`config.mk`:
```
export PLATFORM = sky130hd
export DESIGN_NAME = fetch_stage
export DESIGN_NICKNAME = d
export VERILOG_FILES = /design/src/rtl/fetch_stage_pkg.sv /design/src/rtl/fetch_stage_if_id_register.sv /design/src/rtl/fetch_stage.sv
export SDC_FILE = /design/constraint.sdc
export NUM_CORES = 1
export LEC_CHECK = 0
export ABC_AREA = 1
export BUFFER_PORTS_ARGS = -buffer_cell sky130_fd_sc_hd__buf_2
export CAP_MARGIN = 20
export CORE_ASPECT_RATIO = 0.75
export CORE_MARGIN = 5
export CORE_UTILIZATION = 32
export CTS_BUF_LIST = sky130_fd_sc_hd__clkbuf_8
export DETAILED_ROUTE_END_ITERATION = 12
export HOLD_SLACK_MARGIN = 0.12
export PLACE_DENSITY = 0.5
export SLEW_MARGIN = 20
export SYNTH_ARGS = -nofsm -noshare
export SYNTH_HDL_FRONTEND = slang
export SYNTH_SLANG_ARGS = --single-unit
```
`constraint.sdc`:
```
create_clock -name clk -period 1.9 [get_ports clk]
set_input_delay 0.19 -clock clk [delete_from_list [all_inputs] [get_ports clk]]
set_output_delay 0.19 -clock clk [all_outputs]
set_load 0.005 [all_outputs]
```
`src/rtl/fetch_stage_pkg.sv`:
```
// fetch_stage_pkg
//   Shared types for the instruction-fetch stage.
//   fetch_state_e : fetch FSM states (IDLE / REQ / HOLD / HALT).
package fetch_stage_pkg;

  typedef enum logic [1:0] {
    ST_IDLE = 2'd0,  // first cycle after reset, no request yet
    ST_REQ  = 2'd1,  // read request outstanding on the memory port
    ST_HOLD = 2'd2,  // a fetched word waits in the buffer while stalled
    ST_HALT = 2'd3   // processor halted; left only through reset
  } fetch_state_e;

  localparam int unsigned FETCH_WORD_W = 16;

endpackage

```
`src/rtl/fetch_stage_if_id_register.sv`:
```
// if_id_register
//   IF/ID pipeline register: valid bit, instruction word and fetch PC + 1.
//   Ports:
//     clk, reset_n        clock, asynchronous active-low reset
//     load                capture {1, load_inst, load_pc_next}
//     clear               drop the valid bit (bubble); wins over load
//     load_inst/pc_next   data to capture
//     valid/inst/pc_next  registered outputs
//   With neither load nor clear the contents are held.
module if_id_register #(
  parameter int WORD_W = 16
) (
  input  logic              clk,
  input  logic              reset_n,
  input  logic              load,
  input  logic              clear,
  input  logic [WORD_W-1:0] load_inst,
  input  logic [WORD_W-1:0] load_pc_next,
  output logic              valid,
  output logic [WORD_W-1:0] inst,
  output logic [WORD_W-1:0] pc_next
);

  logic              valid_q, valid_d;
  logic [WORD_W-1:0] inst_q, inst_d;
  logic [WORD_W-1:0] pc_next_q, pc_next_d;

  always_comb begin
    valid_d   = valid_q;
    inst_d    = inst_q;
    pc_next_d = pc_next_q;
    if (clear) begin
      valid_d = 1'b0;
    end else if (load) begin
      valid_d   = 1'b1;
      inst_d    = load_inst;
      pc_next_d = load_pc_next;
    end
  end

  always_ff @(posedge clk or negedge reset_n) begin
    if (!reset_n) begin
      valid_q   <= 1'b0;
      inst_q    <= '0;
      pc_next_q <= '0;
    end else begin
      valid_q   <= valid_d;
      inst_q    <= inst_d;
      pc_next_q <= pc_next_d;
    end
  end

  assign valid   = valid_q;
  assign inst    = inst_q;
  assign pc_next = pc_next_q;

endmodule

```
`src/rtl/fetch_stage.sv`:
```
// fetch_stage
//   Instruction-fetch stage: owns the PC, drives the instruction-memory
//   handshake and loads the IF/ID register.
//   Ports:
//     clk, reset_n                 clock, asynchronous active-low reset
//     i_readM/i_address            memory read request / address (= pc)
//     i_data/i_inputReady          returned word / 1-cycle completion pulse
//     stall, flush                 hold IF/ID+PC / kill IF/ID contents
//     redirect_en/redirect_pc      load PC with a branch/jump target
//     halt                         stop fetching until reset
//     if_id_valid/inst/pc_next     IF/ID register outputs
//     num_fetched                  instructions delivered to IF/ID (wraps)
//     dbg_state                    current FSM state
//   Memory handshake: i_readM is high in every REQ cycle; a word is taken
//   only on a cycle where i_readM=1 and i_inputReady=1, and is consumed in
//   that same cycle (either into IF/ID or into the stall buffer).
//   Per-cycle priority: halt > redirect_en > flush > stall > normal fetch.
module fetch_stage
  import fetch_stage_pkg::*;
#(
  parameter int                WORD_W   = FETCH_WORD_W,
  parameter logic [WORD_W-1:0] RESET_PC = '0
) (
  input  logic              clk,
  input  logic              reset_n,
  output logic              i_readM,
  output logic [WORD_W-1:0] i_address,
  input  logic [WORD_W-1:0] i_data,
  input  logic              i_inputReady,
  input  logic              stall,
  input  logic              flush,
  input  logic              redirect_en,
  input  logic [WORD_W-1:0] redirect_pc,
  input  logic              halt,
  output logic              if_id_valid,
  output logic [WORD_W-1:0] if_id_inst,
  output logic [WORD_W-1:0] if_id_pc_next,
  output logic [WORD_W-1:0] num_fetched,
  output fetch_state_e      dbg_state
);

  fetch_state_e      state_q, state_d;
  logic [WORD_W-1:0] pc_q, pc_d;
  logic [WORD_W-1:0] buf_q, buf_d;
  logic [WORD_W-1:0] cnt_q, cnt_d;

  logic              ifid_load;
  logic              ifid_clear;
  logic [WORD_W-1:0] pc_inc;
  logic [WORD_W-1:0] load_inst;

  // Wraps naturally at WORD_W bits; the same value is the link/branch base.
  assign pc_inc    = pc_q + 1'b1;
  // In HOLD the delivered word comes from the buffer, otherwise from memory.
  assign load_inst = (state_q == ST_HOLD) ? buf_q : i_data;

  always_comb begin
    state_d    = state_q;
    pc_d       = pc_q;
    buf_d      = buf_q;
    cnt_d      = cnt_q;
    ifid_load  = 1'b0;
    ifid_clear = 1'b0;

    if (state_q != ST_HALT) begin
      if (halt) begin
        state_d    = ST_HALT;
        ifid_clear = 1'b1;
      end else if (redirect_en) begin
        // Any in-flight or buffered word belongs to the wrong path.
        pc_d       = redirect_pc;
        ifid_clear = 1'b1;
        state_d    = ST_REQ;
      end else if (flush) begin
        // Arriving or buffered word is dropped; pc unchanged so it is re-fetched.
        ifid_clear = 1'b1;
        state_d    = ST_REQ;
      end else begin
        case (state_q)
          ST_IDLE: state_d = ST_REQ;
          ST_REQ: begin
            if (i_inputReady) begin
              if (!stall) begin
                ifid_load = 1'b1;
                pc_d      = pc_inc;
                cnt_d     = cnt_q + 1'b1;
              end else begin
                buf_d   = i_data;
                state_d = ST_HOLD;
              end
            end else if (!stall) begin
              ifid_clear = 1'b1;
            end
          end
          ST_HOLD: begin
            if (!stall) begin
              ifid_load = 1'b1;
              pc_d      = pc_inc;
              cnt_d     = cnt_q + 1'b1;
              state_d   = ST_REQ;
            end
          end
          default: state_d = state_q;
        endcase
      end
    end
  end

  always_ff @(posedge clk or negedge reset_n) begin
    if (!reset_n) begin
      state_q <= ST_IDLE;
      pc_q    <= RESET_PC;
      buf_q   <= '0;
      cnt_q   <= '0;
    end else begin
      state_q <= state_d;
      pc_q    <= pc_d;
      buf_q   <= buf_d;
      cnt_q   <= cnt_d;
    end
  end

  if_id_register #(.WORD_W(WORD_W)) u_if_id (
    .clk          (clk),
    .reset_n      (reset_n),
    .load         (ifid_load),
    .clear        (ifid_clear),
    .load_inst    (load_inst),
    .load_pc_next (pc_inc),
    .valid        (if_id_valid),
    .inst         (if_id_inst),
    .pc_next      (if_id_pc_next)
  );

  assign i_readM     = (state_q == ST_REQ);
  assign i_address   = pc_q;
  assign num_fetched = cnt_q;
  assign dbg_state   = state_q;

endmodule

```
==> reports/results.txt, run 1 <==
combinational share of power: 35.2%
initial antenna violation count: 0
cell depth of the worst flop-to-flop path: 10
HP Start: redirect_pc[10]
Post-Place Worst Slack: 0.127 ns
vias in the first global route: 3,973
fin crit period: 1.75 ns
final wirelength: 12,100 um
# rows: 37
filler instances: 1,465
RR Startpoint: dbg_state[0]
First-pass DRT Iterations: 5
Clock Pin Slew Worst Setup and Hold Paths: 0.09 ns
Synth cell types: 30
first-pass GRT wire length: 20,100 um
# Max-Cap Violations: 0
Tcrit/Tclk final: 92.3%
# diodes: 0
Hold EP: i_address[10]
Area Growth Syn to Fin: 26.1%
worst r2r dst: num_fetched[10]
DPL Wire Length: 8900 um
Nets: 785
initial DRC count: 198
via count: 4,114
startpoint types: flip-flop
All-Layer GR Usage: 14.9%
Switching Share: 38.8%
Skew-Pair Late Insertion Delay: 0.36 ns
Setup TNS: 0 ns
Buffers on Ports: 106
endpoints failing hold: 0
WHS Path Cells: 5
Initial Util: 32.6%
top_reg_cell synth: dfrtp_1
Clk network pwr share: 19.7%
outcome: finished clean
sequential fraction of design power: 45.1%
DIE AREA: 0.0164 mm^2
Setup crit start: dbg_state[0]
dpl cells: 884
Peak Freq: 570 MHz
die width: 146 um
Num CTS Buffers: 9
most frequent cell after synthesis: nand2_1
crit path DAT: 2.01 ns
sequential area share after synthesis: 46.7%
Mapped Area: 0.00445 mm^2
worst-path fanout max: 13
Core ar.: 0.0137 mm^2
Max clock buf depth: 2
#FFs+latches synth: 83
Synth Net Count: 657
leading area contributor after synthesis: dfrtp_1
Max VDD drop: 0.427 mV
pin count of the biggest net entering global routing: 55
internal power: 4.00 mW
Post-synth EDFFs: 0
post-synth top area share: 46.7%
final worst setup slack: 0.146 ns
slew margin rel.: 70.0%
CP Capture Type: flip-flop
# clock sinks: 83
die height: 112 um
worst slew pin tran: 0.450 ns
layout cells sized above 1: 20.2%
async set-or-reset flop fraction in the synthesized netlist: 100%
Hold Crit Class: input port to flip-flop
post-synthesis area per instance: 7.29 um^2
RSZ-0062 raised after global routing: false
Synth warnings: 0
cell leakage power: 3.12 nW
Switching Power: 2.54 mW
DRC: 0
H-tree Lvls: 3
WL/cell: 13.2 um
Post-Syn Instances: 611
Slew Limit Fails: 0
Final GP Congestion: 0.846
Routed Antenna Nets: 0
non-filler cells in the finished layout: 919
WP data required: 2.16 ns
CTS tree: built
postcts setup bufs: 0
total grt overflow: 0
CP Class: flip-flop to flip-flop
Synth top cells by count: nand2_1 (268), dfrtp_1 (83), inv_1 (56)
worst reg-to-reg setup slack: 0.15 ns
PwrDens: 1160 mW/mm^2
drt via density: 4.48
root buffer cell: clkbuf_8
clock skew: 0.00614 ns
top cells by area, synth: dfrtp_1 (47%), nand2_1 (23%), o21ai_0 (5.3%), inv_1 (4.7%), nor2_1 (4.2%)
num ports: 107
Setup violations, final: 0
## sequential cells by signal (all words and copies together) (netlist names)
name             count
i_address           16
dbg_state            2
u_if_id.valid        1
num_fetched         16
u_if_id.inst        16
u_if_id.pc_next     16
buf_q               16
## critical path, stage by stage (launching register included)
cell	delay [ns]
dfrtp_2	0.46
ha_1	0.21
inv_1	0.14
nand4_1	0.16
inv_1	0.08
nand2_1	0.12
buf_4	0.22
nor2_1	0.11
nand2_1	0.05
nand2_1	0.07
inv_1	0.04
## cells by family after synthesis
kind of cell	Yosys count	share of synthesized area [%]
mux	1	0.225
buf+inv	82	8.01
compound gates	60	6.83
flops	83	46.7
xor+xnor	14	2.75
fa+ha+maj	7	1.97
simple gates	364	33.6
## cell usage in the layout, fill, tap and decap left out, types with 7 or more instances in the layout
| master | n |
|---|---|
| buf_4 | 11 |
| clkbuf_8 | 9 |
| o21ai_1 | 7 |
| nor2_1 | 50 |
| dlygate4sd3_1 | 19 |
| o21ai_0 | 47 |
| buf_2 | 105 |
| nand4_1 | 10 |
| nand2_1 | 268 |
| xor2_1 | 8 |
| ha_1 | 7 |
| dfrtp_1 | 81 |
| nand3_1 | 18 |
| inv_1 | 57 |
## metrics by stage
stage          instance area (um^2)  power (mW)  util, %  hold slack [ns]
5_1_grt                        5610        7.15     41.1            0.166
3_5_place_dp                   5220        5.28     38.2            0.168
4_1_cts                        5600        6.64     41.0            0.134
2_1_floorplan                  4450        4.22        -           -0.106
6_report                       5610        6.53     41.1            0.146
3_3_place_gp                   5220        5.21     38.2            0.162
## power groups by stage
stage               Clock, mW  Sequential, mW  Combinational [mW]
floorplan                   0            2.92                1.30
global route             1.41            3.06                2.68
detailed placement          0            2.98                2.30
global placement            0            2.95                2.26
CTS                      1.34            2.95                2.34
finish                   1.28            2.95                2.30
## routing by layer
metal	vias up	global-route usage [%]	share of wire, %
met5	-	0	0
met4	0	3.82	0.98
li1	2143	-	-
met1	1847	22.0	50
met3	11	4.08	6.5
met2	113	21.6	42
## worst max path at each step
stage	endpoint	cells after the start	slack (ns)
floorplan	u_if_id.pc_next[2]	10	0.24
global placement	num_fetched[10]	10	0.20
detailed placement	u_if_id.inst[6]	10	0.13
CTS	u_if_id.inst[6]	10	0.11
global route	num_fetched[10]	11	0.02
finish	num_fetched[10]	10	0.15
## what timing repair did
item	in CTS	in global routing
endpoints found under the hold margin	47	0
gates resized for setup	0	4
setup endpoints to repair	0	35
hold buffers	19	0
## cell type report
class / count / area (um^2) / share of cell area (%)
Clock buffer: 9 / 124 / 2.21
Clock inverter: 7 / 70.1 / 1.25
Inverter: 60 / 226 / 4.04
Multi-Input combinational cell: 446 / 2020 / 36.1
Sequential cell: 83 / 2080 / 37.1
Tap cell: 175 / 219 / 3.90
Timing Repair Buffer: 139 / 870 / 15.5
Power figures use the tool's default switching activity.
==> run 2, diff against run 1 <==
--- a/config.mk
+++ b/config.mk
@@ -6,15 +6,15 @@
 export NUM_CORES = 1
 export LEC_CHECK = 0
 export ABC_AREA = 1
-export BUFFER_PORTS_ARGS = -buffer_cell sky130_fd_sc_hd__buf_2
 export CAP_MARGIN = 20
 export CORE_ASPECT_RATIO = 0.75
 export CORE_MARGIN = 5
 export CORE_UTILIZATION = 32
 export CTS_BUF_LIST = sky130_fd_sc_hd__clkbuf_8
 export DETAILED_ROUTE_END_ITERATION = 12
+export DONT_BUFFER_PORTS = 1
 export HOLD_SLACK_MARGIN = 0.12
-export PLACE_DENSITY = 0.5
+export PLACE_DENSITY = 0.44
 export SLEW_MARGIN = 20
 export SYNTH_ARGS = -nofsm -noshare
 export SYNTH_HDL_FRONTEND = slang
==> reports/results.txt, run 2 (synthesis gave the netlist of run 1 again) <==
Peak Freq: 582 MHz (+2.0%)
final core utilization: 38.7% (-2.4 points)
combinational share of power: 29.3% (-5.9 points)
Initial Util: 32.6% (unchanged)
commonest non-fill, non-tap cells in the layout: nand2_1 (267), dfrtp_1 (81), inv_1 (56)
vias in the first global route: 3,911 (-1.6%)
Final GP Congestion: 0.852 (+0.73%)
Buffers on Ports: 0 (-100%)
H-tree Lvls: 3 (unchanged)
non-filler cells in the finished layout: 836 (-9.0%)
CP Capture Type: flip-flop
pin count of the biggest net entering global routing: 84 (+53%)
layout cells sized above 1: 8.17% (-12 points)
Switching Power: 2.44 mW (-3.9%)
PwrDens: 1180 mW/mm^2 (+1.2%)
worst reg-to-reg setup slack: 0.18 ns (+0.04 ns)
endpoints failing hold: 83 (+83)
met3 GRT Util: 5.57% (+1.5 points)
via count: 3,836 (-6.8%)
worst slew pin tran: 0.507 ns (+0.0569 ns)
cell leakage power: 2.72 nW (-13%)
Nets: 702 (-11%)
Hold Crit Class: input port to async pin
failing checks: hold timing
# clock sinks: 83 (unchanged)
postcts setup bufs: 0 (unchanged)
# diodes: 0 (unchanged)
CP Class: flip-flop to flip-flop
die height: 112 um (unchanged)
outcome: finished, violations left
WL/cell: 14.2 um (+7.5%)
crit path DAT: 1.98 ns (-0.03 ns)
Area Growth Syn to Fin: 18.6%
num ports: 107 (unchanged)
drt via density: 4.59 (+2.5%)
sequential fraction of design power: 49.5% (+4.4 points)
slew margin rel.: 66.1% (-3.9 points)
worst-path fanout max: 16 (+3)
Skew-Pair Late Insertion Delay: 0.37 ns (about the same)
final wirelength: 11,900 um (-2.2%)
first-pass GRT wire length: 19,900 um (-1.4%)
clock skew: 0.00545 ns (-0.000693 ns)
die width: 146 um (unchanged)
cts hold-fix bufs: 35 (+16)
Routed Antenna Nets: 0 (unchanged)
WP data required: 2.16 ns (about the same)
internal power: 3.79 mW (-5.3%)
Power Total: 6.22 mW (-4.8%)
initial DRC count: 204 (+3.0%)
DIE AREA: 0.0164 mm^2 (unchanged)
M2 GR Usage: 23.3% (+1.7 points)
Core ar.: 0.0137 mm^2 (unchanged)
DRC: 0 (unchanged)
Setup violations, final: 0 (unchanged)
Slew Limit Fails: 0 (unchanged)
fin crit period: 1.72 ns (-0.0352 ns)
design area: 0.00528 mm^2 (-5.9%)
commonest non-fill, non-tap cell in the layout: nand2_1
root buffer cell: clkbuf_8
# rows: 37 (unchanged)
GRT Max-Usage Layer: met2
Clk network pwr share: 21.2% (+1.5 points)
Switching Share: 39.2% (+0.34 points)
Max clock buf depth: 2 (unchanged)
hold slack: -0.485 ns (-0.631 ns)
DPL Wire Length: 8450 um (-5.1%)
dpl cells: 785 (-11%)
CTS tree: built
Tcrit/Tclk final: 90.5% (-1.9 points)
Clock Pin Slew Worst Setup and Hold Paths: 0.09 ns (about the same)
# Max-Cap Violations: 0 (unchanged)
First-pass DRT Iterations: 4 (-1)
startpoint types: flip-flop
Num CTS Buffers: 9 (unchanged)
Post-DP Area: 0.00471 mm^2 (-9.7%)
total grt overflow: 0 (unchanged)
Max VDD drop: 0.525 mV (+23%)
initial antenna violation count: 0 (unchanged)
All-Layer GR Usage: 15.0% (about the same)
met1 usage: 19.6% (-2.5 points)
## run 2: worst paths after layout
path | from | to | depth (start not counted)
max | dbg_state[1] | num_fetched[2] | 8
min | reset_n | u_if_id.inst[0] | 0
max reg2reg | dbg_state[1] | num_fetched[2] | 8
min reg2reg | buf_q[8] | buf_q[8] | 2
max in group asynchronous | reset_n | i_address[13] | 0
min in group clk | stall | u_if_id.valid | 4
## run 2: what timing repair did
action                                  in CTS  in global routing
hold endpoints to repair                   132                 83
endpoints found under the setup margin       2                 47
gates resized for setup                      1                  6
## run 2: layout make-up
| cell class | instances | area, um^2 |
|---|---|---|
| Clock inverter | 7 | 77.6 |
| Multi-Input combinational cell | 446 | 2030 |
| Timing Repair Buffer | 56 | 520 |
| Inverter | 60 | 231 |
| Clock buffer | 9 | 124 |
| Fill cell | 1418 | 8380 |
| Tap cell | 175 | 219 |
| Sequential cell | 83 | 2080 |
## run 2: through the flow
stage               worst slack (ns)  setup TNS, ns  hold WS [ns]
CTS                           0.0352              0        -0.523
finish                         0.181              0        -0.485
global route                -0.00254       -0.00254        -0.536
floorplan                      0.238              0        -0.106
detailed placement          -0.00184       -0.00184        -0.102
global placement              0.0992              0        -0.102
## run 2: critical path, cell delays in order, from the launching register on
cell and delay [ns]:
dfrtp_2 0.45, inv_1 0.14, ha_1 0.26, nand4_1 0.14, inv_1 0.07, nand2_2 0.19
clkinv_4 0.16, a21oi_1 0.15, nor2_1 0.05
## run 2: power by group through the flow
stage	Combinational [mW]	Sequential [mW]	Clock [mW]
finish	1.82	3.08	1.32
global route	2.13	3.20	1.48
CTS	1.84	3.10	1.40
detailed placement	1.76	3.12	0
global placement	1.73	3.11	0
floorplan	1.30	2.92	0
## run 2: routing by layer
layer,part of all wire [%],up-vias,wire length (um)
met5,0,-,0
met4,1.4,0,161
met3,7.1,14,841
met2,43,92,5120
met1,48,1747,5730
li1,-,1983,-
==> run 3, diff against run 2 <==
--- a/config.mk
+++ b/config.mk
@@ -10,7 +10,6 @@
 export CORE_ASPECT_RATIO = 0.75
 export CORE_MARGIN = 5
 export CORE_UTILIZATION = 32
-export CTS_BUF_LIST = sky130_fd_sc_hd__clkbuf_8
 export DETAILED_ROUTE_END_ITERATION = 12
 export DONT_BUFFER_PORTS = 1
 export HOLD_SLACK_MARGIN = 0.12
==> reports/results.txt, run 3 (synthesis gave the netlist of run 1 again) <==
DRC: 0 (unchanged)
Switching Share: 37.2% (-1.9 points)
commonest non-fill, non-tap cells in the layout: nand2_1 (267), dfrtp_1 (82), inv_1 (55)
clock skew: 0.00578 ns (+0.000326 ns)
Routed Antenna Nets: 0 (unchanged)
Clock Pin Slew Worst Setup and Hold Paths: 0.07 ns (-0.02 ns)
Buffers on Ports: 0 (unchanged)
Max clock buf depth: 2 (unchanged)
total grt overflow: 0 (unchanged)
Nets: 701 (-0.14%)
combinational share of power: 27.2% (-2.1 points)
CP Capture Type: flip-flop
# diodes: 0 (unchanged)
DIE AREA: 0.0164 mm^2 (unchanged)
Final GP Congestion: 0.852 (unchanged)
die height: 112 um (unchanged)
Setup violations, final: 0 (unchanged)
Area Growth Syn to Fin: 20.6%
CP Cell Sequence: inv_2 -> ha_1 -> nand4_1 -> nor3_2 -> nand2_2 -> buf_4 -> o21ai_0
failing checks: hold timing
slowest CP cell: dfrtp_1
outcome: finished, violations left
First-pass DRT Iterations: 4 (unchanged)
WP data required: 2.15 ns (about the same)
Hold Crit Class: input port to async pin
CP max stage delay: 0.46 ns (about the same)
Initial Util: 32.6% (unchanged)
Tcrit/Tclk final: 92.4% (+2.0 points)
Peak Freq: 569 MHz (-2.1%)
sequential fraction of design power: 46.1% (-3.4 points)
commonest non-fill, non-tap cell in the layout: nand2_1
RSZ-0062 raised after global routing: false
All-Layer GR Usage: 15.0% (+0.086 points)
cts hold-fix bufs: 34 (-2.9%)
# clock sinks: 83 (unchanged)
Power Total: 6.69 mW (+7.5%)
first-pass GRT wire length: 19,900 um (about the same)
CTS tree: built
crit path DAT: 2.01 ns (+0.03 ns)
# rows: 37 (unchanged)
worst-path fanout max: 16 (unchanged)
CP Class: flip-flop to flip-flop
num ports: 107 (unchanged)
H-tree Lvls: 3 (unchanged)
Switching Power: 2.49 mW (+2.3%)
final wirelength: 11,800 um (about the same)
Core ar.: 0.0137 mm^2 (unchanged)
DPL Wire Length: 8450 um (unchanged)
Max VDD drop: 0.496 mV (-5.5%)
worst slew pin tran: 0.505 ns (-0.00178 ns)
initial DRC count: 189 (-7.4%)
cell leakage power: 2.78 nW (+1.9%)
WL/cell: 14.2 um (about the same)
drt via density: 4.61 (+0.38%)
root buffer cell: clkbuf_16
Num CTS Buffers: 9 (unchanged)
slew margin rel.: 66.2% (+0.12 points)
hold slack: -0.460 ns (+0.0259 ns)
pin count of the biggest net entering global routing: 84 (unchanged)
layout cells sized above 1: 8.03% (-0.14 points)
PwrDens: 1250 mW/mm^2 (+5.7%)
Skew-Pair Late Insertion Delay: 0.35 ns (-0.02 ns)
Slew Limit Fails: 0 (unchanged)
fin crit period: 1.76 ns (+0.0372 ns)
internal power: 4.20 mW (+11%)
initial antenna violation count: 0 (unchanged)
Clk network pwr share: 26.7% (+5.5 points)
vias in the first global route: 3,875 (-0.92%)
via count: 3,846 (+0.26%)
die width: 146 um (unchanged)
# Max-Cap Violations: 0 (unchanged)
final core utilization: 39.3% (+0.66 points)
filler instances: 1,412 (-0.42%)
endpoints failing hold: 83 (unchanged)
Setup TNS: 0 ns (unchanged)
startpoint types: flip-flop
## run 3: worst max-delay path: cells and delay by family, from the launching register on
kind                     cells  cell delay [ns]
AND/OR/NAND/NOR              3             0.40
buffers and inverters        2             0.30
flip-flops                   1             0.46
AO/OA/AOI/OAI                1             0.20
adder cells (fa/ha/maj)      1             0.29
## run 3: metrics by stage
step | cells | setup slack [ns] | hold slack, ns | instance area (um^2)
after floorplan | 611 | 0.238 | -0.106 | 4450
after global placement | 785 | 0.0992 | -0.102 | 4710
after detailed placement | 785 | -0.00184 | -0.102 | 4710
after CTS | 835 | 0.0354 | -0.483 | 5360
after global routing | 835 | 0.0246 | -0.492 | 5370
final | 835 | 0.144 | -0.460 | 5370
## run 3: power groups by stage
stage | clock (mW) | sequential [mW] | combinational (mW)
floorplan | 0 | 2.92 | 1.30
finish | 1.79 | 3.09 | 1.82
global placement | 0 | 3.11 | 1.73
CTS | 1.87 | 3.10 | 1.83
global route | 1.96 | 3.20 | 2.12
detailed placement | 0 | 3.12 | 1.76
## run 3: repair_timing
item	CTS	global route
endpoints found under the hold margin	131	83
setup buffers	0	0
resized for setup	1	6
setup endpoints to repair	2	43
gates cloned	0	0
## run 3: routing by layer
layer	GRT usage (%)	part of all wire [%]	routed length, um
met1	19.6	49	5770
met5	0	0	0
met4	4.89	1.4	169
met2	23.2	43	5070
met3	5.69	7.0	833
## run 3: final timing paths
path	to	cells past startpoint	start	slack, ns
max	u_if_id.pc_next[7]	7	dbg_state[1]	0.14
min	u_if_id.inst[0]	0	reset_n	-0.46
max reg2reg	u_if_id.pc_next[7]	7	dbg_state[1]	0.14
min reg2reg	buf_q[8]	2	buf_q[8]	0.49
max in group asynchronous	i_address[14]	0	reset_n	2.24
min in group clk	dbg_state[1]	3	flush	0.15
## run 3: area by class of cell
type / count / area (um^2) / share of cell area (%)
sequential: 83 / 2080 / 38.7
multi-input combinational: 446 / 2030 / 37.8
timing repair buffer: 55 / 510 / 9.51
inverter: 60 / 231 / 4.31
clock buffer: 9 / 225 / 4.19
tap: 175 / 219 / 4.08
clock inverter: 7 / 77.6 / 1.44
